### src/rtl/dsm_pkg.sv
// rtl/dsm_pkg.sv - shared widths, full-scale constants and feeder state for the delta-sigma input path
package dsm_pkg;

  localparam int VIN_W = 20;
  localparam int PCM_W = 16;

  localparam logic [VIN_W-1:0] VIN_FS      = 20'h0_8000;
  localparam logic [VIN_W-1:0] VIN_FS_HALF = 20'h0_4000;

  typedef enum logic [1:0] {
    IDLE,
    RUN,
    STARVE
  } feed_state_t;

  // PCM full scale maps onto bit 15, so widening is a plain sign extension
  function automatic logic [VIN_W-1:0] pcm_to_vin(input logic [PCM_W-1:0] s);
    return {{(VIN_W-PCM_W){s[PCM_W-1]}}, s};
  endfunction

endpackage

### src/rtl/dsm_sample_fifo.sv
// rtl/dsm_sample_fifo.sv - synchronous FIFO with registered full/empty/level for rate-crossing stages
module dsm_sample_fifo #(
  parameter int DEPTH = 4,
  parameter int WIDTH = 16,
  localparam int AW = $clog2(DEPTH)
) (
  input  logic             clk,
  input  logic             reset,
  input  logic             push,
  input  logic [WIDTH-1:0] wdata,
  input  logic             pop,
  output logic [WIDTH-1:0] rdata,
  output logic             full,
  output logic             empty,
  output logic [AW:0]      level
);

  logic [WIDTH-1:0] mem [DEPTH];
  logic [AW-1:0]    wr_ptr;
  logic [AW-1:0]    rd_ptr;
  logic             push_ok;
  logic             pop_ok;

  // full/empty come only from the level register, so pop never reaches in_ready combinationally
  assign full    = (level == (AW+1)'(DEPTH));
  assign empty   = (level == '0);
  assign push_ok = push && !full;
  assign pop_ok  = pop && !empty;
  assign rdata   = mem[rd_ptr];

  always_ff @(posedge clk) begin
    if (push_ok) begin
      mem[wr_ptr] <= wdata;
    end
  end

  always_ff @(posedge clk) begin
    if (reset) begin
      wr_ptr <= '0;
      rd_ptr <= '0;
      level  <= '0;
    end else begin
      if (push_ok) wr_ptr <= wr_ptr + 1'b1;
      if (pop_ok)  rd_ptr <= rd_ptr + 1'b1;
      case ({push_ok, pop_ok})
        2'b10:   level <= level + 1'b1;
        2'b01:   level <= level - 1'b1;
        default: level <= level;
      endcase
    end
  end

endmodule

### src/rtl/dsm_interp_feed.sv
// rtl/dsm_interp_feed.sv - PCM FIFO plus linear interpolator feeding vin; DSM_FEED_CLAMP_EN adds a registered output clamp
module dsm_interp_feed
  import dsm_pkg::*;
#(
  parameter int              LOG2_OSR    = 2,
  parameter int              FIFO_DEPTH  = 4,
  parameter logic [19:0]     CLAMP_LEVEL = 20'h0_6000
) (
  input  logic                         clk,
  input  logic                         reset,
  input  logic [15:0]                  in_data,
  input  logic                         in_valid,
  output logic                         in_ready,
  input  logic                         clr_underrun,
  output logic [19:0]                  vin,
  output logic                         underrun,
  output logic [$clog2(FIFO_DEPTH):0]  fifo_level,
  output logic                         clamp_active
);

  localparam int ACC_W = VIN_W + LOG2_OSR;
  localparam logic [LOG2_OSR:0] K_END = (LOG2_OSR+1)'(1 << LOG2_OSR);

  if (CLAMP_LEVEL > VIN_FS || FIFO_DEPTH < 2 || (FIFO_DEPTH & (FIFO_DEPTH - 1)) != 0) begin : g_bad_param
    $error("dsm_interp_feed: illegal CLAMP_LEVEL or FIFO_DEPTH");
  end

  feed_state_t             state, state_nx;
  logic signed [ACC_W-1:0] acc, acc_nx;
  logic signed [VIN_W-1:0] target, target_nx;
  logic signed [VIN_W:0]   step, step_nx;
  logic [LOG2_OSR:0]       k, k_nx;
  logic                    launch;
  logic                    underrun_set;
  logic                    pop;
  logic [PCM_W-1:0]        fifo_rdata;
  logic                    fifo_full;
  logic                    fifo_empty;
  logic signed [VIN_W-1:0] sample;
  logic signed [VIN_W:0]   delta;
  logic signed [VIN_W-1:0] raw;

  assign in_ready = !reset && !fifo_full;

  dsm_sample_fifo #(
    .DEPTH (FIFO_DEPTH),
    .WIDTH (PCM_W)
  ) u_fifo (
    .clk   (clk),
    .reset (reset),
    .push  (in_valid && in_ready),
    .wdata (in_data),
    .pop   (pop),
    .rdata (fifo_rdata),
    .full  (fifo_full),
    .empty (fifo_empty),
    .level (fifo_level)
  );

  assign sample = pcm_to_vin(fifo_rdata);
  assign delta  = {sample[VIN_W-1], sample} - {target[VIN_W-1], target};
  // acc carries vin*OSR, so dropping the low bits is the floor of the interpolated value
  assign raw    = acc[ACC_W-1:LOG2_OSR];

  always_comb begin
    state_nx     = state;
    acc_nx       = acc;
    target_nx    = target;
    step_nx      = step;
    k_nx         = k;
    launch       = 1'b0;
    underrun_set = 1'b0;
    pop          = 1'b0;
    case (state)
      IDLE, STARVE: launch = !fifo_empty;
      RUN: begin
        if (k == K_END) begin
          if (!fifo_empty) begin
            launch = 1'b1;
          end else begin
            underrun_set = 1'b1;
            state_nx     = STARVE;
          end
        end else begin
          acc_nx = acc + ACC_W'(step);
          k_nx   = k + 1'b1;
        end
      end
      default: state_nx = IDLE;
    endcase
    // after OSR steps acc equals target*OSR exactly, so the next ramp starts drift-free
    if (launch) begin
      pop       = 1'b1;
      step_nx   = delta;
      acc_nx    = acc + ACC_W'(delta);
      target_nx = sample;
      k_nx      = {{LOG2_OSR{1'b0}}, 1'b1};
      state_nx  = RUN;
    end
  end

  always_ff @(posedge clk) begin
    if (reset) begin
      state  <= IDLE;
      acc    <= '0;
      target <= '0;
      step   <= '0;
      k      <= '0;
    end else begin
      state  <= state_nx;
      acc    <= acc_nx;
      target <= target_nx;
      step   <= step_nx;
      k      <= k_nx;
    end
  end

  always_ff @(posedge clk) begin
    if (reset)             underrun <= 1'b0;
    else if (underrun_set) underrun <= 1'b1;
    else if (clr_underrun) underrun <= 1'b0;
  end

`ifdef DSM_FEED_CLAMP_EN
  localparam logic signed [VIN_W-1:0] CLAMP_POS = CLAMP_LEVEL;
  localparam logic signed [VIN_W-1:0] CLAMP_NEG = -CLAMP_LEVEL;

  logic [VIN_W-1:0] vin_q;
  logic             clamp_q;

  always_ff @(posedge clk) begin
    if (reset) begin
      vin_q   <= '0;
      clamp_q <= 1'b0;
    end else if (raw > CLAMP_POS) begin
      vin_q   <= CLAMP_POS;
      clamp_q <= 1'b1;
    end else if (raw < CLAMP_NEG) begin
      vin_q   <= CLAMP_NEG;
      clamp_q <= 1'b1;
    end else begin
      vin_q   <= raw;
      clamp_q <= 1'b0;
    end
  end

  assign vin          = vin_q;
  assign clamp_active = clamp_q;
`else
  assign vin          = raw;
  assign clamp_active = 1'b0;
`endif

endmodule

### config.mk
export PLATFORM = sky130hd
export DESIGN_NAME = dsm_interp_feed
export DESIGN_NICKNAME = d
export VERILOG_FILES = /design/src/rtl/dsm_pkg.sv /design/src/rtl/dsm_sample_fifo.sv /design/src/rtl/dsm_interp_feed.sv
export SDC_FILE = /design/constraint.sdc
export NUM_CORES = 1
export LEC_CHECK = 0
export BUFFER_PORTS_ARGS = -buffer_cell sky130_fd_sc_hd__buf_2
export CELL_PAD_IN_SITES_DETAIL_PLACEMENT = 0
export CELL_PAD_IN_SITES_GLOBAL_PLACEMENT = 1
export CORE_ASPECT_RATIO = 2
export CORE_MARGIN = 2
export CORE_UTILIZATION = 54
export CTS_BUF_LIST = sky130_fd_sc_hd__clkbuf_8
export DETAILED_ROUTE_END_ITERATION = 10
export GPL_TIMING_DRIVEN = 1
export PLACE_DENSITY_LB_ADDON = 0.08
export SETUP_SLACK_MARGIN = 0.4
export SLEW_MARGIN = 10
export SYNTH_ARGS = -nofsm -noshare
export SYNTH_HDL_FRONTEND = slang
export SYNTH_SLANG_ARGS = --single-unit
### constraint.sdc
create_clock -name clk -period 9.3 [get_ports clk]
set_input_delay 0.93 -clock clk [delete_from_list [all_inputs] [get_ports clk]]
set_output_delay 0.93 -clock clk [all_outputs]
set_load 0.02 [all_outputs]
* After elaboration in Yosys (flattened, before gate mapping)
Memory sizes are Yosys's and may differ from the RTL's. A register that Yosys moved wholly into a read port is not among the register bits. Index checks and enable logic that the tools add are counted.
Cells by class: $add $sub $neg 8, multiply operators 0, div/mod/pow operators 0, magnitude comparators 0, equality and inequality tests 12, shift operators 0, muxes and demuxes 24, bitwise gates (word level) 2, reduce and logical (&&, ||, !) cells 18
Operators by type and width (count):
- 22-bit two-way mux | 3
- 22-bit by 17-bit adder with 22-bit output | 2
- 16-bit by 16-bit subtractor with 17-bit output | 1
- 1-bit two-way mux | 14
- 2-bit two-way mux | 4
- 2-bit inequality test, second input constant | 4
- 3-bit by 1-bit adder with 3-bit output, second input constant | 2
- 3-bit equality test, second input constant | 2
- 3-bit inequality test, second input constant | 2
- 3-bit case mux with 2 select lines | 1
- 3-bit AND reduction | 2
- 2-bit nonzero test | 3
- 2-bit by 1-bit adder with 2-bit output, second input constant | 2
- 2-bit by 1-bit equality test with 1-bit output, second input constant | 2
- 2-bit equality test, second input constant | 2
- 1-bit logical AND | 4
- 2-bit case mux with 2 select lines | 1
- 2-bit AND reduction | 2
- 2-bit OR reduction | 2
- 1-bit logical NOT | 3
- 3-bit logical NOT | 1
- 3-bit by 1-bit subtractor with 3-bit output, second input constant | 1
- 2-bit logical NOT | 1
- 1-bit inverter | 2
- 1-bit case mux with 2 select lines | 1
Word-level totals: bits in registers 68, latch bits 0, bits in writable memories 64, ROM bits 0, word-level logic and storage cells 76, memories 1
Memory list:
- u_fifo.mem | words 4, width 16, read ports 1, clocked after Yosys merged registers in 1, wr ports 1, line dsm_sample_fifo.sv:18 | logic [WIDTH-1:0] mem [DEPTH];

* Depth between registers and ports, before layout
depth after elaboration 8, mapped depth 23, depth with buffers taken out 21

* By module
From an unflattened synthesis, not the netlist that was laid out.
Second synthesis, totals: cell total of the unflattened synthesis 727, area, all modules 7478.4 um^2
By module, submodules not included:
- dsm_interp_feed | times used 1, cells each 589, area an instance 4657.0 um^2
- dsm_sample_fifo | times used 1, cells each 138, area an instance 2821.5 um^2

* Worst setup path after synthesis
No wires, ideal clock.
path type reg2reg, start register (tool-made name), end register acc[21], library setup time 0.070 ns, arrival time 5.298 ns, data required time 9.230 ns, path slack 3.931 ns, stages on the path, launching flop included 23, buffers on the path 2, clock period less this slack 5.369 ns, cells stage by stage dfxtp_1 -> clkbuf_1 -> buf_2 -> mux4_2 -> inv_1 -> ha_1 -> inv_1 -> fa_1 -> a211oi_1 -> o21ai_0 -> a41o_1 -> a21boi_0 -> nor2_1 -> xnor2_1 -> o21ai_0 -> ha_1 -> a21oi_1 -> o21ai_0 -> o41a_1 -> a21oi_2 -> nor3_1 -> or4_1 -> a21oi_1
RTL lines:
- end signal, assigned | line dsm_interp_feed.sv:111 | acc <= acc_nx;
- end, declared | line dsm_interp_feed.sv:29 | logic signed [ACC_W-1:0] acc, acc_nx;

==> flow_summary.json <==
{
  "nets": 762,
  "synth_cell_types": 62,
  "drc": 0,
  "cts_tree": "done",
  "setup_viol": 0,
  "slew_headroom_pct": 40.5,
  "post_cts_buffers": 0,
  "ys_seq_elements": 134,
  "rsz0062_at_grt": "false",
  "clock_tree.root_cell": "clkbuf_8",
  "place_congestion": 0.816,
  "skew_ns": 0.0177,
  "yosysWarningCount": 0,
  "insertedDiodeCount": 0,
  "clkSlewWorstSetupHoldPaths_ns": 0.09,
  "rows": 58,
  "powerDensity_nw_per_um2": 382,
  "vias": 4741,
  "clockBufferDepth": 2,
  "ys.flop_type": "dfxtp_1",
  "period_minus_slack_ns": 5.52,
  "coreArea_um2": 12600,
  "fmax_ghz": 0.181,
  "drive_above_1_share_pct": 15.3,
  "synth-xor-area-share_pct": 3.80,
  "grt_pass1_wl_mm": 21.3,
  "slew_violations": 0,
  "critPathLaunchType": "register",
  "drt_iter0_drc": 124,
  "outcome": "completed",
  "place_hpwl_mm": 9.00,
  "arrival_ns": 5.90,
  "grt_overflow": 0,
  "grt_pass1_vias": 4622,
  "h-tree-depth": 4,
  "post_cts_resized": 0,
  "vias_per_cell": 5.55,
  "initial_core_util_pct": 55.1,
  "syn-mean-instance-area_um2": 10.4,
  "netlist_area_um2": 6910,
  "hold_slack_ns": 0.454,
  "hold_viol_final": 0,
  "synthArstFlopShare_pct": 0,
  "critPathRequiredTime_ns": 9.68,
  "critPathMaxFanout": 16,
  "end_kind": "register",
  "crit_type": "reg2reg",
  "synth_top_family_by_area": "compound AO/OA/AOI/OAI gates",
  "antenna_found_initial": 0,
  "leakagePower_uw": 0.00297,
  "finalWirelength_mm": 12.6,
  "io_pins": 46,
  "irDropWorstVdd_uv": 216,
  "die_y_um": 164,
  "die_x_um": 84.0,
  "drv_cap": 0,
  "insertion_delay_ns": 0.45,
  "ctsHoldBuffers": 0,
  "setup_tns_ns": 0,
  "netlist_instances": 667,
  "wl_per_cell_um": 14.7,
  "reg2reg_setup_slack_ns": 3.78,
  "drt_pass1_iterations": 6,
  "synth_edf_count": 64,
  "synth_compound_area_share_pct": 14.3,
  "period_share_pct": 59.3,
  "io_buffers": 44,
  "clock-sinks": 134,
  "track_usage_pct": 19.4,
  "ant_nets": 0,
  "ys_seq_area_share_pct": 48.1,
  "cts-buffers-inserted": 17,
  "grt_start_max_net_pins": 72,
  "area.growth.synth_to_final_pct": 8.87,
  "muxShareOfSynthArea_pct": 5.83,
  "hold_path_class": "reg2reg",
  "synthAdderAreaFrac_pct": 9.38,
  "synth-simple-area-share_pct": 13.0,
  "syn_nets": 737,
  "worst_slew_pin_slew_ns": 0.893,
  "die_area_um2": 13800
}
[cells in the mapped netlist (9+ instances only)]
| library cell | number | area [um^2] |
|---|---|---|
| ha_1 | 47 | 588 |
| nor2b_1 | 13 | 81.3 |
| and3_1 | 9 | 56.3 |
| clkbuf_1 | 16 | 60.1 |
| nor3_1 | 13 | 65.1 |
| xnor2_1 | 22 | 193 |
| a21oi_1 | 67 | 335 |
| o21ai_0 | 30 | 150 |
| edfxtp_1 | 64 | 1920 |
| dfxtp_1 | 70 | 1400 |
| buf_4 | 21 | 158 |
| mux4_2 | 16 | 360 |
| nor2_1 | 22 | 82.6 |
| a21o_1 | 11 | 82.6 |
| inv_1 | 37 | 139 |
| nand2_1 | 97 | 364 |
[per-layer routing]
metal,GRT usage [%],share of wire (%)
met1,20.8,40
met2,36.7,56
met3,4.22,2.4
met4,7.40,1.6
met5,0,0
[logic make-up (layout without fill, tap and decap cells)]
logic type / after synthesis / in the layout
XOR/XNOR: 30 / 30
AO/OA/AOI/OAI: 160 / 160
adder cells (fa/ha/maj): 50 / 50
AND/OR/NAND/NOR: 191 / 191
flip-flops: 134 / 134
multiplexers: 20 / 20
other: 1 / 1
buffers and inverters: 81 / 119
[through the flow]
step	utilization [%]	std cells	cell area, um^2	total power [uW]	setup WS, ns
2_1_floorplan	-	667	6910	2120	3.93
5_1_grt	59.9	855	7530	3140	3.29
4_1_cts	59.9	855	7530	2910	3.73
3_3_place_gp	56.7	823	7120	2370	3.89
6_report	59.9	855	7530	2870	3.78
3_5_place_dp	56.7	823	7120	2410	3.74
[cell usage in the layout, fill, tap and decap left out, types with 9 or more instances in the layout]
cell type	netlist	routed
ha_1	47	47
nor3_1	13	13
and3_1	9	9
inv_1	37	37
clkbuf_8	0	18
nor2_1	22	22
o21ai_0	30	30
a21o_1	11	11
edfxtp_1	64	64
mux4_2	16	16
a21oi_1	67	67
nor2b_1	13	13
dfxtp_1	70	70
xnor2_1	22	22
nand2_1	97	97
buf_2	1	44
[final cells by class]
| cell class | instances | area (um^2) |
|---|---|---|
| fill | 1090 | 5030 |
| sequential | 134 | 3320 |
| multi-input combinational | 452 | 3210 |
| timing repair buffer | 49 | 258 |
| clock buffer | 18 | 248 |
| tap | 150 | 188 |
| clock inverter | 14 | 161 |
| inverter | 38 | 143 |
[final timing paths]
kind / start / to / cells past startpoint
min reg2reg: target[9] / target[9] / 2
min: target[9] / target[9] / 2
max: register / acc[21] / 20
max reg2reg: register / acc[21] / 20
[power by group]
part,switching [uW],internal (uW)
sequential,75.0,750
combinational,907,653
clock,257,232
[sequential cells by signal, summed over array words and instances, names as in the netlist, named ones only]
| name | count |
|---|---|
| u_fifo.level | 3 |
| k | 3 |
| u_fifo.wr_ptr | 2 |
| step | 17 |
| u_fifo.mem | 64 |
| underrun | 1 |
| acc | 22 |
| state | 2 |
| target | 16 |
| u_fifo.rd_ptr | 2 |
[critical path, stage by stage, from the launching register on]
cell,delay (ns)
dfxtp_1,0.81
mux4_2,0.42
inv_1,0.07
ha_1,0.14
inv_1,0.05
fa_1,0.42
a211oi_1,0.35
o21ai_0,0.20
a41o_1,0.30
a21boi_0,0.25
nor2_1,0.08
xnor2_1,0.12
o21ai_0,0.21
ha_1,0.34
a21oi_1,0.20
o21ai_0,0.10
o41a_1,0.50
a21oi_2,0.18
nor3_1,0.07
or4_1,0.48
a21oi_1,0.14
Note: power is estimated with default switching activity, not from simulation.
